[config.mk]
export PLATFORM = sky130hd
export DESIGN_NAME = mtl1_bus_cycle_decoder
export DESIGN_NICKNAME = d
export VERILOG_FILES = /design/src/rtl/mtl1_bus_cycle_decoder.sv
export SDC_FILE = /design/constraint.sdc
export NUM_CORES = 1
export LEC_CHECK = 0
export ABC_AREA = 1
export CAP_MARGIN = 20
export CORE_MARGIN = 2
export CORE_UTILIZATION = 45
export CTS_CLUSTER_DIAMETER = 60
export DETAILED_ROUTE_END_ITERATION = 6
export HOLD_SLACK_MARGIN = 0.12
export PLACE_DENSITY = 0.72
export SKIP_CTS_REPAIR_TIMING = 1
export SLEW_MARGIN = 5
export SYNTH_ARGS = -nofsm -noshare
export SYNTH_HDL_FRONTEND = slang
export SYNTH_SLANG_ARGS = --single-unit
[constraint.sdc]
create_clock -name clk -period 4.1 [get_ports clk]
set_clock_uncertainty 0.05 [all_clocks]
set_input_delay 0.41 -clock clk [delete_from_list [all_inputs] [get_ports clk]]
set_output_delay 0.41 -clock clk [all_outputs]
set_load 0.005 [all_outputs]
[src/rtl/mtl1_bus_cycle_decoder.sv]
// 6809 bus cycle decoder: address decode into RAM / I/O / flash-window selects,
// MRDY stretching while the SPI flash controller fetches data, with settle and timeout windows.
module mtl1_bus_cycle_decoder #(
    parameter logic [3:0]  FLASH_BASE     = 4'hF,
    parameter logic [7:0]  IO_BASE        = 8'hE0,
    parameter logic [15:0] RAM_TOP        = 16'hDFFF,
    parameter int          SETTLE_CYCLES  = 4,
    parameter int          TIMEOUT_CYCLES = 1023
) (
    input  logic        clk,
    input  logic        reset,
    input  logic [15:0] i_ADDRESS_BUS,
    input  logic        i_RW,
    input  logic        i_VMA,
    input  logic        i_E,
    input  logic        i_flash_ready,
    input  logic [7:0]  i_flash_data,
    output logic        o_spi_ce,
    output logic        o_ram_ce,
    output logic        o_io_ce,
    output logic        o_MRDY,
    output logic [7:0]  o_DATA,
    output logic        o_flash_timeout,
    output logic        o_flash_wr_err
);

    localparam logic [3:0] SETTLE_LAST  = 4'(SETTLE_CYCLES - 1);
    localparam logic [9:0] TIMEOUT_LAST = 10'(TIMEOUT_CYCLES - 1);

    typedef enum logic [2:0] {
        IDLE,
        DECODE,
        FLASH_SETTLE,
        FLASH_WAIT,
        HOLD
    } state_t;

    state_t      r_state;
    state_t      w_stateNext;

    logic        r_eSync1;
    logic        r_eSync2;
    logic        r_eHist;
    logic [15:0] r_addr;
    logic        r_rw;
    logic [3:0]  r_settleCnt;
    logic [9:0]  r_timeoutCnt;
    logic        r_spiCe;
    logic        r_ramCe;
    logic        r_ioCe;
    logic        r_mrdy;
    logic [7:0]  r_data;
    logic        r_timeoutFlag;
    logic        r_wrErr;

    logic [15:0] w_addrNext;
    logic        w_rwNext;
    logic [3:0]  w_settleNext;
    logic [9:0]  w_timeoutNext;
    logic        w_spiCeNext;
    logic        w_ramCeNext;
    logic        w_ioCeNext;
    logic        w_mrdyNext;
    logic [7:0]  w_dataNext;
    logic        w_timeoutFlagNext;
    logic        w_wrErrNext;

    logic        w_eRise;
    logic        w_eFall;
    logic        w_hitFlash;
    logic        w_hitIo;
    logic        w_hitRam;
    logic [9:0]  w_timeoutInc;

    // E is asynchronous to clk; edges are taken from the synchronised copy only.
    assign w_eRise = r_eSync2 & ~r_eHist;
    assign w_eFall = ~r_eSync2 & r_eHist;

    assign w_hitFlash = (r_addr[15:12] == FLASH_BASE);
    assign w_hitIo    = (r_addr[15:8] == IO_BASE);
    assign w_hitRam   = (r_addr <= RAM_TOP);

    assign w_timeoutInc = (r_timeoutCnt == 10'h3FF) ? r_timeoutCnt : r_timeoutCnt + 10'd1;

    always_ff @(posedge clk) begin
        if (!reset) begin
            r_state       <= IDLE;
            r_eSync1      <= 1'b0;
            r_eSync2      <= 1'b0;
            r_eHist       <= 1'b0;
            r_addr        <= 16'h0000;
            r_rw          <= 1'b1;
            r_settleCnt   <= 4'd0;
            r_timeoutCnt  <= 10'd0;
            r_spiCe       <= 1'b0;
            r_ramCe       <= 1'b0;
            r_ioCe        <= 1'b0;
            r_mrdy        <= 1'b1;
            r_data        <= 8'hFF;
            r_timeoutFlag <= 1'b0;
            r_wrErr       <= 1'b0;
        end else begin
            r_state       <= w_stateNext;
            r_eSync1      <= i_E;
            r_eSync2      <= r_eSync1;
            r_eHist       <= r_eSync2;
            r_addr        <= w_addrNext;
            r_rw          <= w_rwNext;
            r_settleCnt   <= w_settleNext;
            r_timeoutCnt  <= w_timeoutNext;
            r_spiCe       <= w_spiCeNext;
            r_ramCe       <= w_ramCeNext;
            r_ioCe        <= w_ioCeNext;
            r_mrdy        <= w_mrdyNext;
            r_data        <= w_dataNext;
            r_timeoutFlag <= w_timeoutFlagNext;
            r_wrErr       <= w_wrErrNext;
        end
    end

    always_comb begin
        w_stateNext       = r_state;
        w_addrNext        = r_addr;
        w_rwNext          = r_rw;
        w_settleNext      = r_settleCnt;
        w_timeoutNext     = r_timeoutCnt;
        w_spiCeNext       = r_spiCe;
        w_ramCeNext       = r_ramCe;
        w_ioCeNext        = r_ioCe;
        w_mrdyNext        = r_mrdy;
        w_dataNext        = r_data;
        w_timeoutFlagNext = r_timeoutFlag;
        w_wrErrNext       = r_wrErr;

        case (r_state)
            IDLE: begin
                w_mrdyNext = 1'b1;
                if (w_eRise && i_VMA) begin
                    w_addrNext  = i_ADDRESS_BUS;
                    w_rwNext    = i_RW;
                    w_stateNext = DECODE;
                end
            end

            DECODE: begin
                w_stateNext = HOLD;
                if (w_hitFlash) begin
                    if (r_rw) begin
                        w_spiCeNext   = 1'b1;
                        w_mrdyNext    = 1'b0;
                        w_settleNext  = 4'd0;
                        w_timeoutNext = 10'd0;
                        w_stateNext   = FLASH_SETTLE;
                    end else begin
                        w_wrErrNext = 1'b1;
                    end
                end else if (w_hitIo) begin
                    w_ioCeNext = 1'b1;
                end else if (w_hitRam) begin
                    w_ramCeNext = 1'b1;
                end
            end

            // Ready never dropping means the controller already holds this address's data.
            FLASH_SETTLE: begin
                w_timeoutNext = w_timeoutInc;
                if (!i_flash_ready) begin
                    w_stateNext = FLASH_WAIT;
                end else if (r_settleCnt >= SETTLE_LAST) begin
                    w_dataNext  = i_flash_data;
                    w_mrdyNext  = 1'b1;
                    w_stateNext = HOLD;
                end else begin
                    w_settleNext = r_settleCnt + 4'd1;
                end
            end

            FLASH_WAIT: begin
                w_timeoutNext = w_timeoutInc;
                if (i_flash_ready) begin
                    w_dataNext  = i_flash_data;
                    w_mrdyNext  = 1'b1;
                    w_stateNext = HOLD;
                end else if (r_timeoutCnt >= TIMEOUT_LAST) begin
                    w_dataNext        = 8'hFF;
                    w_timeoutFlagNext = 1'b1;
                    w_mrdyNext        = 1'b1;
                    w_stateNext       = HOLD;
                end
            end

            HOLD: begin
                w_mrdyNext = 1'b1;
                if (w_eFall) begin
                    w_spiCeNext = 1'b0;
                    w_ramCeNext = 1'b0;
                    w_ioCeNext  = 1'b0;
                    w_stateNext = IDLE;
                end
            end

            default: begin
                w_spiCeNext = 1'b0;
                w_ramCeNext = 1'b0;
                w_ioCeNext  = 1'b0;
                w_mrdyNext  = 1'b1;
                w_stateNext = IDLE;
            end
        endcase
    end

    assign o_spi_ce        = r_spiCe;
    assign o_ram_ce        = r_ramCe;
    assign o_io_ce         = r_ioCe;
    assign o_MRDY          = r_mrdy;
    assign o_DATA          = r_data;
    assign o_flash_timeout = r_timeoutFlag;
    assign o_flash_wr_err  = r_wrErr;

endmodule

==> results.cfg, run 1 <==
[floorplan]
initial_utilization = 0.4670
io_pins = 44
core_area_sq_um = 4354
fp.dieArea_sq_um = 5072
rows = 24
die_x_um = 71.22
die_y_um = 71.22

[clock_network]
cts_tree = yes
clkLatencyLatePin_ns = 0.29
cts_root_buf = clkbuf_8
cts_max_path_buffers = 2
clock-sinks = 43
clk_pin_slew_worst_paths_ns = 0.08
numCtsBuffers = 5
cts_htree_levels = 2

[timing]
rsz0062_at_grt = no
fmax_mhz = 585.2
drv_slew = 0
finalCritPeriodShare = 0.4168
tightest_slew_ns = 0.5202
period_needed_ns = 1.709
timing.setup.tns_ns = 0
finalSetupViolCount = 0
hold_violations = 0
relSlewSlack = 0.6528

[finish]
ff_latch_area_sq_um = 860.8
fin_nets = 349
design_area_sq_um = 2520
n_fill_cell = 405
drive_above_1_share = 0.1104
layout.cells.non_filler = 369
diodes = 0
multiInputGateArea_sq_um = 1025
area_growth_pct = 23.94

[place]
place_area_sq_um = 2420
port_buffers = 35
dp_cells = 361
dpl.hpwl_um = 2974
gp_congestion = 0.8022

[global_route]
groute.usage.overall = 0.1727
grt_pass1_vias = 1706
grt_overflow = 0
antenna_found_initial = 0
grt_pass1_wl_um = 7162
grt_max_degree = 24

[yosys]
syn_nets = 313
synth_area_per_cell_sq_um = 7.261
synthAdderAreaFrac = 0.01846
synth_seq_cells = 43
syn-instance-count = 280
yosysWarnings = 0
syn_area_sq_um = 2033
synth_top_family_by_area = simple AND/OR/NAND/NOR gates
synth_sequential_area_ratio = 0.4234
synth_compound_area_frac = 0.09969
synth-xor-area-share = 0.004308
muxShareOfSynthArea = 0
synth.distinct_cells = 33
yosys.area_share.simple = 0.3815

[drt]
viasPerCell = 4.932
vias = 1820
drtAntennaViolNets = 0
drtIter0Drc = 43
drc = 0
first_pass_iters = 4
wl_um = 4109
routedWlPerCell_um = 11.14

[power]
switchingPower_uw = 171.0
p_int_uw = 611.2
switching_share = 0.2187
pwr-share-clk = 0.371
power_frac_comb = 0.079
p_leak_nw = 1.073
power_density_nw_per_um2 = 310.4
vdd_drop_max_v = 0.0001678
p_seq_frac = 0.550

[critical_path]
crit_family = buffers and inverters
cp_cell_sequence = clkdlybuf4s50_1 -> buf_4 -> inv_1 -> nor2_4 -> o21ai_0 -> nor2_1
critPathMaxStageDelay_ns = 0.46
cp.required_ns = 4.28
crit_buf_inv = 3
critical_path_class = primary input to register
crit_path_top_delay_cell = clkdlybuf4s50_1
cp_data_arrival_time_ns = 1.89
cp-end-kind = register
critPathLaunchType = primary input
critPathMaxFanout = 23

[job]
maxCapViolations = 0

[worst_hold_path]
worstHoldPathType = register to register

[run_status]
status = complete, no violations
[cell usage after synthesis]
| cell type | count | area, sq um |
|---|---|---|
| o21ai_0 | 14 | 70.07 |
| or2_2 | 4 | 25.02 |
| inv_2 | 5 | 18.77 |
| dfxtp_1 | 43 | 860.8 |
| buf_2 | 1 | 5.000 |
| inv_1 | 23 | 86.33 |
| nor3_2 | 1 | 10.01 |
| nand3_2 | 2 | 20.02 |
| nand2_2 | 1 | 6.260 |
| nor3_1 | 2 | 10.01 |
| nand3_1 | 33 | 165.2 |
| a31oi_2 | 1 | 12.51 |
| o21bai_1 | 1 | 7.510 |
| nand2_1 | 56 | 210.2 |
| nand4_1 | 1 | 6.260 |
| a21oi_4 | 1 | 16.27 |
| clkbuf_1 | 3 | 11.26 |
| a21oi_1 | 18 | 90.09 |
| nor2_2 | 2 | 12.51 |
| nor2_1 | 44 | 165.2 |
| ha_1 | 3 | 37.54 |
| xor2_1 | 1 | 8.760 |
| clkbuf_2 | 1 | 5.000 |
| buf_6 | 1 | 11.26 |
| inv_4 | 1 | 6.260 |
| nor4_1 | 1 | 6.260 |
| nor3_4 | 1 | 16.27 |
| buf_1 | 1 | 3.750 |
| or2_1 | 4 | 25.02 |
| nand2_4 | 5 | 56.30 |
| nor2_4 | 3 | 33.78 |
| a31oi_1 | 1 | 6.260 |
| nand3b_1 | 1 | 7.510 |
[cell families (layout without fill, tap and decap cells)]
kind of cell / Yosys count / in the layout
AO/OA/AOI/OAI: 36 / 36
flip-flops: 43 / 43
XOR/XNOR: 1 / 1
AND/OR/NAND/NOR: 161 / 161
buffers and inverters: 36 / 73
adder cells (fa/ha/maj): 3 / 3
[placed cells by master (no fill, tap or decap), types with 2 or more instances in the layout]
master / netlist / routed
nand2_1: 56 / 56
nor2_1: 44 / 44
dfxtp_1: 43 / 43
clkdlybuf4s50_1: 0 / 35
nand3_1: 33 / 33
inv_1: 23 / 23
a21oi_1: 18 / 18
o21ai_0: 14 / 14
clkbuf_8: 0 / 7
inv_2: 5 / 5
nand2_4: 5 / 5
or2_2: 4 / 4
or2_1: 4 / 4
nor2_4: 3 / 3
ha_1: 3 / 3
nor2_2: 2 / 2
nor3_1: 2 / 2
nand3_2: 2 / 2
[sequential cells by signal (all words and copies together), names as in the netlist]
register         flops
o_MRDY               1
o_ram_ce             1
r_timeoutCnt        10
o_flash_timeout      1
r_eSync2             1
r_eSync1             1
r_settleCnt          4
r_rw                 1
r_eHist              1
r_state              3
o_spi_ce             1
o_flash_wr_err       1
r_addr               8
o_DATA               8
o_io_ce              1
[per-layer routing]
layer,part of all wire,vias up,global-route usage
met2,0.45,34,0.2747
met3,0.042,4,0.04782
met5,0,-,0
met1,0.50,814,0.2259
met4,0.0083,0,0.06080
li1,-,968,-
[final timing paths]
| kind | from | end | slack, ns | cells past startpoint |
|---|---|---|---|---|
| worst max register to register | r_timeoutCnt[1] | r_timeoutCnt[1] | 2.45 | 8 |
| worst max-delay path | reset | r_timeoutCnt[5] | 2.39 | 6 |
| worst min register to register | r_eSync1 | r_eSync2 | 0.37 | 2 |
| worst min-delay path | r_eSync1 | r_eSync2 | 0.37 | 2 |
[power groups by stage]
stage	sequential [mW]	clock (mW)	combinational, mW
finish	0.430	0.290	0.0618
global route	0.431	0.313	0.0698
detailed placement	0.440	0	0.0621
CTS	0.430	0.299	0.0624
floorplan	0.439	0	0.0330
global placement	0.440	0	0.0614
[cell type report]
| cell class | count | share of cell area |
|---|---|---|
| Sequential cell | 43 | 0.3416 |
| Clock buffer | 8 | 0.03972 |
| Tap cell | 52 | 0.02582 |
| Inverter | 29 | 0.04419 |
| Timing Repair Buffer | 36 | 0.1420 |
| Multi-Input combinational cell | 201 | 0.4067 |
[worst register-to-register path, cell delays in order (launching register included)]
cell     delay [ns]
dfxtp_1        0.41
ha_1           0.22
inv_1          0.06
nor2_2         0.26
nand3_1        0.16
nand2_1        0.13
nor2_4         0.07
o21ai_0        0.15
nor2_1         0.05
[per-stage QoR]
| step | util | setup WS [ns] | hold slack [ns] | total power, mW |
|---|---|---|---|---|
| 2_1_floorplan | - | 2.665 | 0.3405 | 0.4720 |
| 3_3_place_gp | 0.5557 | 2.125 | 0.3425 | 0.5012 |
| 3_5_place_dp | 0.5557 | 2.094 | 0.3553 | 0.5021 |
| 4_1_cts | 0.5787 | 2.403 | 0.3730 | 0.7918 |
| 5_1_grt | 0.5787 | 2.241 | 0.3861 | 0.8139 |
| 6_report | 0.5787 | 2.391 | 0.3674 | 0.7822 |
Note: power is estimated with default switching activity, not from simulation.
==> run 2: changes to the inputs <==
Clock period 4.1 ns to 1.75 ns, I/O delays scaled along.
==> run 2 against run 1 <==
Net effect:
- sequential cell count unchanged
- cell count increased by 1.1%
- critical endpoint is now o_DATA[2]
- critical path type is now register to register
- setup slack got worse by 2.2 ns
- largest cell class unchanged
- global-route usage increased by 0.35 points
- first-iteration DRC count increased by 79%
==> results.cfg, run 2 (synthesis results as in run 1) <==
[run_status]
status = complete, no violations

[global_route]
groute.usage.overall = 0.1762
grt_max_degree = 23
grt_pass1_vias = 1781
grt_pass1_wl_um = 7293
grt_overflow = 0
antenna_found_initial = 0

[critical_path]
regToRegSetupSlack_ns = 0.21
r2r_end = o_DATA[2]
critPathLaunchType = register
cp_data_arrival_time_ns = 1.67
cp-end-kind = register
critPathMaxFanout = 9
cp.required_ns = 1.88
r2r_cells = 8
r2r_start = r_state[2]
critical_path_class = register to register

[clock_network]
clk_pin_slew_worst_paths_ns = 0.08
numCtsBuffers = 5
cts_htree_levels = 2
clkLatencyLatePin_ns = 0.29
cts_max_path_buffers = 2
clock-sinks = 43
cts_tree = yes
cts_root_buf = clkbuf_8

[place]
dpl.hpwl_um = 3168
gp_congestion = 0.7733
port_buffers = 35
dp_cells = 365

[finish]
layout.cells.non_filler = 373
regMostFlops = r_timeoutCnt
drive_above_1_share = 0.1246
diodes = 0
final_cell_mix = nand2_1, nor2_1, dfxtp_1
final_common_cell = nand2_1
largest_reg_flops = 10
area_growth_pct = 26.28
fin_nets = 353

[floorplan]
die_x_um = 71.22
die_y_um = 71.22
fp.dieArea_sq_um = 5072
rows = 24
initial_utilization = 0.4670
core_area_sq_um = 4354
io_pins = 44

[timing]
hold_violations = 0
rsz0062_at_grt = no
timing.setup.tns_ns = 0
fmax_mhz = 648.2
tightest_slew_ns = 0.3983
relSlewSlack = 0.7330
drv_slew = 0
whs_ns = 0.3572
period_needed_ns = 1.543
finalCritPeriodShare = 0.8816
finalSetupViolCount = 0

[power]
vdd_drop_max_v = 0.0005060
p_leak_nw = 1.104
power_density_nw_per_um2 = 757.2

[worst_hold_path]
holdPathEnd = r_eSync1
worstHoldPathType = primary input to register
hp-start = i_E
whs_path_depth = 3

[drt]
drc = 0
drtAntennaViolNets = 0
first_pass_iters = 4
vias = 1851
wl_um = 4109
drtIter0Drc = 77
routedWlPerCell_um = 11.02
viasPerCell = 4.962

[job]
maxCapViolations = 0
==> run 2: changes by cell type in the layout (fill, tap and decap cells not counted) <==
cell / previous run / this run
buf_4: 1 / 5
clkbuf_8: 7 / 6
bufinv_16: 0 / 1
clkinv_2: 0 / 1
clkbuf_1: 1 / 0
==> run 2: worst max path at each step <==
stage	startpoint	end	slack [ns]
after floorplan	r_timeoutCnt[1]	r_timeoutCnt[1]	0.32
after global placement	i_flash_ready	o_DATA[6]	0.13
after detailed placement	i_flash_ready	o_DATA[2]	0.11
after CTS	r_timeoutCnt[1]	o_DATA[2]	0.19
after global routing	r_settleCnt[0]	o_DATA[0]	0.06
final	r_state[2]	o_DATA[2]	0.21
==> run 2: critical path, cell delays in order, from the launching register on <==
cell	delay, ns
dfxtp_1	0.39
inv_2	0.12
nand2_4	0.07
nor2_2	0.12
nand2_1	0.12
a21oi_4	0.29
nand2_4	0.13
nand2_1	0.08
nand3_1	0.06
==> run 2: per-stage QoR <==
step	utilization	setup slack [ns]	instance area, sq um	total power, mW
floorplan	-	0.3151	2033	1.106
global placement	0.5626	0.1295	2450	1.177
detailed placement	0.5626	0.1089	2450	1.180
CTS	0.5897	0.1913	2567	1.972
global route	0.5897	0.06182	2567	2.032
finish	0.5897	0.2073	2567	1.944
==> run 2: report_power, final <==
part           leakage, nW  total [mW]  switching, mW  internal, mW
clock network       0.0612       0.788          0.326         0.462
logic                0.695       0.148         0.0691        0.0792
registers            0.348        1.01         0.0132         0.995
==> run 2: cell type report <==
| cell class | instances | area, sq um |
|---|---|---|
| repair buffers | 40 | 387.9 |
| inverters | 29 | 111.4 |
| well taps | 52 | 65.06 |
| clock buffers | 6 | 82.58 |
| multi-input cells | 201 | 1025 |
| fillers | 393 | 1787 |
| clock inverters | 2 | 35.03 |
| flip-flops and latches | 43 | 860.8 |
==> run 2: metal layers <==
layer / wire, um / track usage
met5: 0 / 0
met4: 40 / 0.05660
met3: 136 / 0.04923
met2: 1980 / 0.3025
met1: 1951 / 0.2135
==> run 3: changes to the inputs <==
Settings changed: CTS_CLUSTER_SIZE set to 8.
==> results of run 3 <==
Same layout as run 2: the final DEF is identical, and so are final timing and power.
